[config.mk]
export PLATFORM = sky130hd
export DESIGN_NAME = fetch_stage
export DESIGN_NICKNAME = d
export VERILOG_FILES = /design/src/rtl/fetch_stage.sv
export SDC_FILE = /design/constraint.sdc
export NUM_CORES = 1
export LEC_CHECK = 0
export ABC_AREA = 1
export CAP_MARGIN = 0
export CORE_ASPECT_RATIO = 0.6
export CORE_MARGIN = 5
export CORE_UTILIZATION = 40
export CTS_CLUSTER_SIZE = 14
export DETAILED_ROUTE_END_ITERATION = 7
export PLACE_DENSITY_LB_ADDON = 0.05
export SYNTH_ARGS = -nofsm -noshare
export SYNTH_HDL_FRONTEND = slang
export SYNTH_SLANG_ARGS = --single-unit
[constraint.sdc]
create_clock -name CLK -period 4.1 [get_ports CLK]
set_input_delay 1.025 -clock CLK [delete_from_list [all_inputs] [get_ports CLK]]
set_output_delay 1.025 -clock CLK [all_outputs]
set_load 0.01 [all_outputs]
[src/rtl/fetch_stage.sv]
// Instruction-fetch stage: owns the PC, drives the instruction-memory address and
// holds the IF/ID register, applying redirects, flushes, stalls and run/halt control.
module fetch_stage #(
   parameter logic [31:0] RESET_PC  = 32'h0000_0000,
   parameter logic [6:0]  HALT_OP   = 7'b1111111,
   parameter logic [31:0] NOP_INSTR = 32'h0000_0013
) (
   input  logic        CLK,
   input  logic        RST,
   input  logic        Stall,
   input  logic        PCSrc,
   input  logic        clear,
   input  logic [31:0] Target,
   output logic [31:0] IAddr,
   input  logic [31:0] IData,
   output logic [31:0] ID_PC,
   output logic [31:0] ID_Instr,
   output logic        ID_Valid,
   output logic        Halted,
   output logic [31:0] FetchCount
);

   typedef enum logic {S_RUN = 1'b0, S_HALT = 1'b1} state_t;

   state_t      r_state;
   logic [31:0] r_pc;
   logic [31:0] r_id_pc;
   logic [31:0] r_id_instr;
   logic        r_id_valid;
   logic [31:0] r_fetch_cnt;
   logic [31:0] w_pc_inc;
   logic        w_is_halt;

   assign w_pc_inc  = r_pc + 32'd4;
   assign w_is_halt = (IData[6:0] == HALT_OP);

   always_ff @(posedge CLK) begin
      if (!RST) begin
         r_state     <= S_RUN;
         r_pc        <= RESET_PC;
         r_id_pc     <= '0;
         r_id_instr  <= NOP_INSTR;
         r_id_valid  <= 1'b0;
         r_fetch_cnt <= '0;
      end else if (PCSrc) begin
         // Redirect wins over stall and also cancels a halt.
         r_state    <= S_RUN;
         r_pc       <= {Target[31:2], 2'b00};
         r_id_pc    <= '0;
         r_id_instr <= NOP_INSTR;
         r_id_valid <= 1'b0;
      end else if (clear) begin
         r_id_pc    <= '0;
         r_id_instr <= NOP_INSTR;
         r_id_valid <= 1'b0;
         if (r_state == S_RUN && !Stall)
            r_pc <= w_pc_inc;
      end else if (Stall) begin
         r_pc <= r_pc;
      end else if (r_state == S_RUN) begin
         r_id_pc     <= r_pc;
         r_id_instr  <= IData;
         r_id_valid  <= 1'b1;
         r_fetch_cnt <= r_fetch_cnt + 32'd1;
         // The halt instruction itself is accepted, but the PC parks on it.
         if (w_is_halt)
            r_state <= S_HALT;
         else
            r_pc <= w_pc_inc;
      end else begin
         r_id_pc    <= '0;
         r_id_instr <= NOP_INSTR;
         r_id_valid <= 1'b0;
      end
   end

   assign IAddr      = r_pc;
   assign ID_PC      = r_id_pc;
   assign ID_Instr   = r_id_instr;
   assign ID_Valid   = r_id_valid;
   assign Halted     = (r_state == S_HALT);
   assign FetchCount = r_fetch_cnt;

endmodule

==> key figures <==
Clock tree
  – TritonCTS clock tree: yes
  – TritonCTS Buffers: 17
  – Clock Path Buffers: 2
  – Cts repair resizes: 0
  – Post-CTS Hold Buffers: 0
  – Clk_lat worst skew: 0.42 ns
  – CTS HTree Levels: 4
  – Clk slew on worst S/H paths: 0.06 ns
  – CTS root buf: clkbuf_16
  – CTS Sinks: 126
  – Post-CTS setup buffers: 0

Route
  – Post-route ant nets: 0
  – DR vias/cell: 4.93
  – TritonRoute pass-1 iters: 5
  – DRT Wirelength: 21.3 mm
  – Avg WL per Cell: 15.8 um
  – DRT iter0 DRCs: 553
  – Detailed-route via count: 6652
  – Number of remaining DRC errors: 0

Setup path
  – Worst path bufs/invs: 3
  – Crit-path slowest cell: clkdlybuf4s50_1
  – Family with the most delay on the worst path: buffers and inverters
  – R2R Path End: IAddr[30]$_SDFFE_PN0P_
  – Max Fanout on Critical Path: 17
  – RR Startpoint: Halted$_SDFFE_PP0P_
  – Flop2flop setup slack: 1.96 ns
  – Startpoint Class: primary input
  – CP cell instances: clkdlybuf4s50_1 -> nand3_1 -> nand3b_1 -> nand2_1 -> buf_4 -> nand2_1 -> inv_1 -> nor2_1 -> nand2_1 -> a21oi_1
  – CP required: 4.38 ns
  – CP arrival: 3.20 ns
  – Most common cell on crit path: nand2_1
  – Crit path largest cell delay: 0.50 ns
  – Critical path class: in -> reg
  – R2R cell count: 8
  – Crit end category: register

Yosys
  – Post-synth ARST share: 0%
  – Sequential area share after synthesis: 41.1%
  – Netlist cell types: 36
  – Synth Flop Type: dfxtp_1
  – Yosys reg bits: 126
  – Synth top area share: 41.1%
  – Leading post-synthesis cells by cell area: dfxtp_1 (41%), nand2_1 (20%), a21oi_1 (8.0%), nor2_1 (7.5%), inv_1 (4.8%)
  – Largest area contributor in the netlist: dfxtp_1
  – Post-synth EDFFs: 0
  – Synthesized area: 0.00614 mm2
  – Average cell area after synthesis: 6.45 um2
  – Gate Count Post-Synth: 953
  – Top-count cell post-synth: nand2_1
  – Most frequent cells after synthesis: nand2_1 (335), dfxtp_1 (126), nor2_1 (123), a21oi_1 (98), inv_1 (79)
  – Synth warn: 0

Power
  – Design Power: 3.19 mW
  – Pwr dens: 362 mW/mm2
  – LEAKAGE: 3.16 nW
  – VDD IR max: 0.000262 V

Status
  – Status: completed

Global routing
  – Total global-route track usage: 23.3%
  – Vias in the first global route: 5884
  – Initial antenna violation count: 0
  – First-pass GRT wire length: 33.3 mm
  – Total gr overflow: 0
  – Largest net degree at the start of global routing: 63

STA
  – Final min period: 2.92 ns
  – Max Fclk: 0.343 GHz
  – Slew margin rel.: 26.3%
  – Setup TNS: 0 ns
  – Final hold vios: 0
  – Final setup viols: 0
  – Clock Skews: 0.0157 ns
  – Fin crit share: 71.2%
  – Max Slew Vio Count: 0
  – Unrepaired setup endpoints after global routing: false
  – Slew @ Worst Pin: 1.10 ns

Min path
  – Worst min path class: reg -> reg
  – Hold path startpoint: ID_Instr[22]$_SDFFE_PP0N_
  – Cells on Worst Hold Path: 2
  – Worst Hold End: ID_Instr[22]$_SDFFE_PP0N_

Job
  – Max Cap Viol: 0

Final layout
  – Final layout net count: 1206
  – Ant diodes: 0
  – Layout Area Growth over Synthesis: 43.4%
  – Share of layout cells above drive strength 1: 4.62%

Place
  – Gpl congestion: 0.889
  – Dpl hpwl: 15.8 mm
  – Port bufs: 192

Die
  – Die width: 170 um
  – # IOs: 199
  – Core footprint: 0.0152 mm2
  – Die ar.: 0.0180 mm2
  – Overall die height: 106 um
  – Cell row count: 35
  – Initial Utilization: 40.4%
-- worst max-delay path by stage --
stage / startpoint / endpoint / slack (ns) / depth (start not counted)
after floorplan: Stall / FetchCount[22]$_SDFFE_PN0P_ / 1.91 / 10
after global placement: IData[5] / IAddr[28]$_SDFFE_PN0P_ / 0.79 / 10
after detailed placement: IData[0] / IAddr[30]$_SDFFE_PN0P_ / 0.75 / 11
after CTS: IData[5] / IAddr[30]$_SDFFE_PN0P_ / 1.18 / 10
after global routing: IData[3] / IAddr[30]$_SDFFE_PN0P_ / 0.90 / 11
final: IData[5] / IAddr[30]$_SDFFE_PN0P_ / 1.18 / 10
-- registers in the layout, indices dropped and copies added, names as in the netlist --
name / flops
Halted: 1
IAddr: 30
ID_Valid: 1
FetchCount: 32
ID_PC: 30
ID_Instr: 32
-- through the flow --
| step | utilization, % | cells | area [um2] | hold slack, ns | worst slack [ns] |
|---|---|---|---|---|---|
| 2_1_floorplan | - | 956 | 6160 | 0.481 | 1.91 |
| 3_3_place_gp | 54.0 | 1319 | 8200 | 0.444 | 0.787 |
| 3_5_place_dp | 54.0 | 1319 | 8200 | 0.449 | 0.755 |
| 4_1_cts | 58.0 | 1350 | 8810 | 0.458 | 1.18 |
| 5_1_grt | 58.0 | 1350 | 8810 | 0.475 | 0.904 |
| 6_report | 58.0 | 1350 | 8810 | 0.453 | 1.18 |
-- placed cells by master (no fill, tap or decap), drive strengths merged, types with 2 or more instances in the layout --
cell type | synthesis | layout
and2 | 4 | 4
conb | 1 | 4
nand2 | 336 | 336
o21ai | 32 | 32
xor2 | 7 | 7
o22ai | 3 | 3
a211oi | 2 | 2
nand3b | 4 | 4
inv | 81 | 86
nor3 | 4 | 4
clkdlybuf4s50 | 0 | 191
nand4 | 11 | 11
nor3b | 3 | 3
a31oi | 4 | 4
clkinv | 0 | 4
a21oi | 98 | 98
clkbuf | 30 | 17
nor2 | 131 | 131
bufinv | 0 | 3
buf | 10 | 9
a21o | 3 | 3
ha | 2 | 2
clkinvlp | 0 | 2
dfxtp | 126 | 126
nand3 | 52 | 52
o21bai | 5 | 5
-- routing by layer --
layer	vias to the layer above	global-route usage (%)	routed length (um)
met2	258	29.8	7930
met3	9	7.58	2020
li1	3406	-	-
met4	0	3.30	101
met1	2979	37.5	11200
met5	-	0	0
-- power breakdown --
| part | switching, mW | total, mW | internal, mW |
|---|---|---|---|
| sequential | 0.0479 | 1.30 | 1.25 |
| combinational | 0.158 | 0.309 | 0.151 |
| clock | 0.609 | 1.57 | 0.966 |
-- cell type report --
type	instances	area, um2
Clock buffer	17	425
Clock inverter	14	183
Fill cell	1504	6380
Inverter	81	304
Multi-Input combinational cell	709	3150
Sequential cell	126	2520
Tap cell	203	254
Timing Repair Buffer	200	1980
-- worst register-to-register path, cell delays in order, from the launching register on --
cell and delay [ns]:
dfxtp_1 0.38, nor2_8 0.24, nand2_1 0.09, buf_4 0.19
nand2_1 0.45, inv_1 0.37, nor2_1 0.18, nand2_1 0.07
a21oi_1 0.11
-- cell families (layout without fill, tap and decap cells) --
kind of cell               Yosys count  count (layout)  synth area share (%)
adders and majority gates            2               2                 0.407
DFF                                126             126                  41.1
buffers and inverters              121             312                  7.92
AOI/OAI and AO/OA                  149             149                  12.8
xor gates and xnor gates             8               8                  1.14
and+or+nand+nor                    546             546                  36.7
other                                1               4                0.0610
Note: power is estimated with default switching activity, not from simulation.
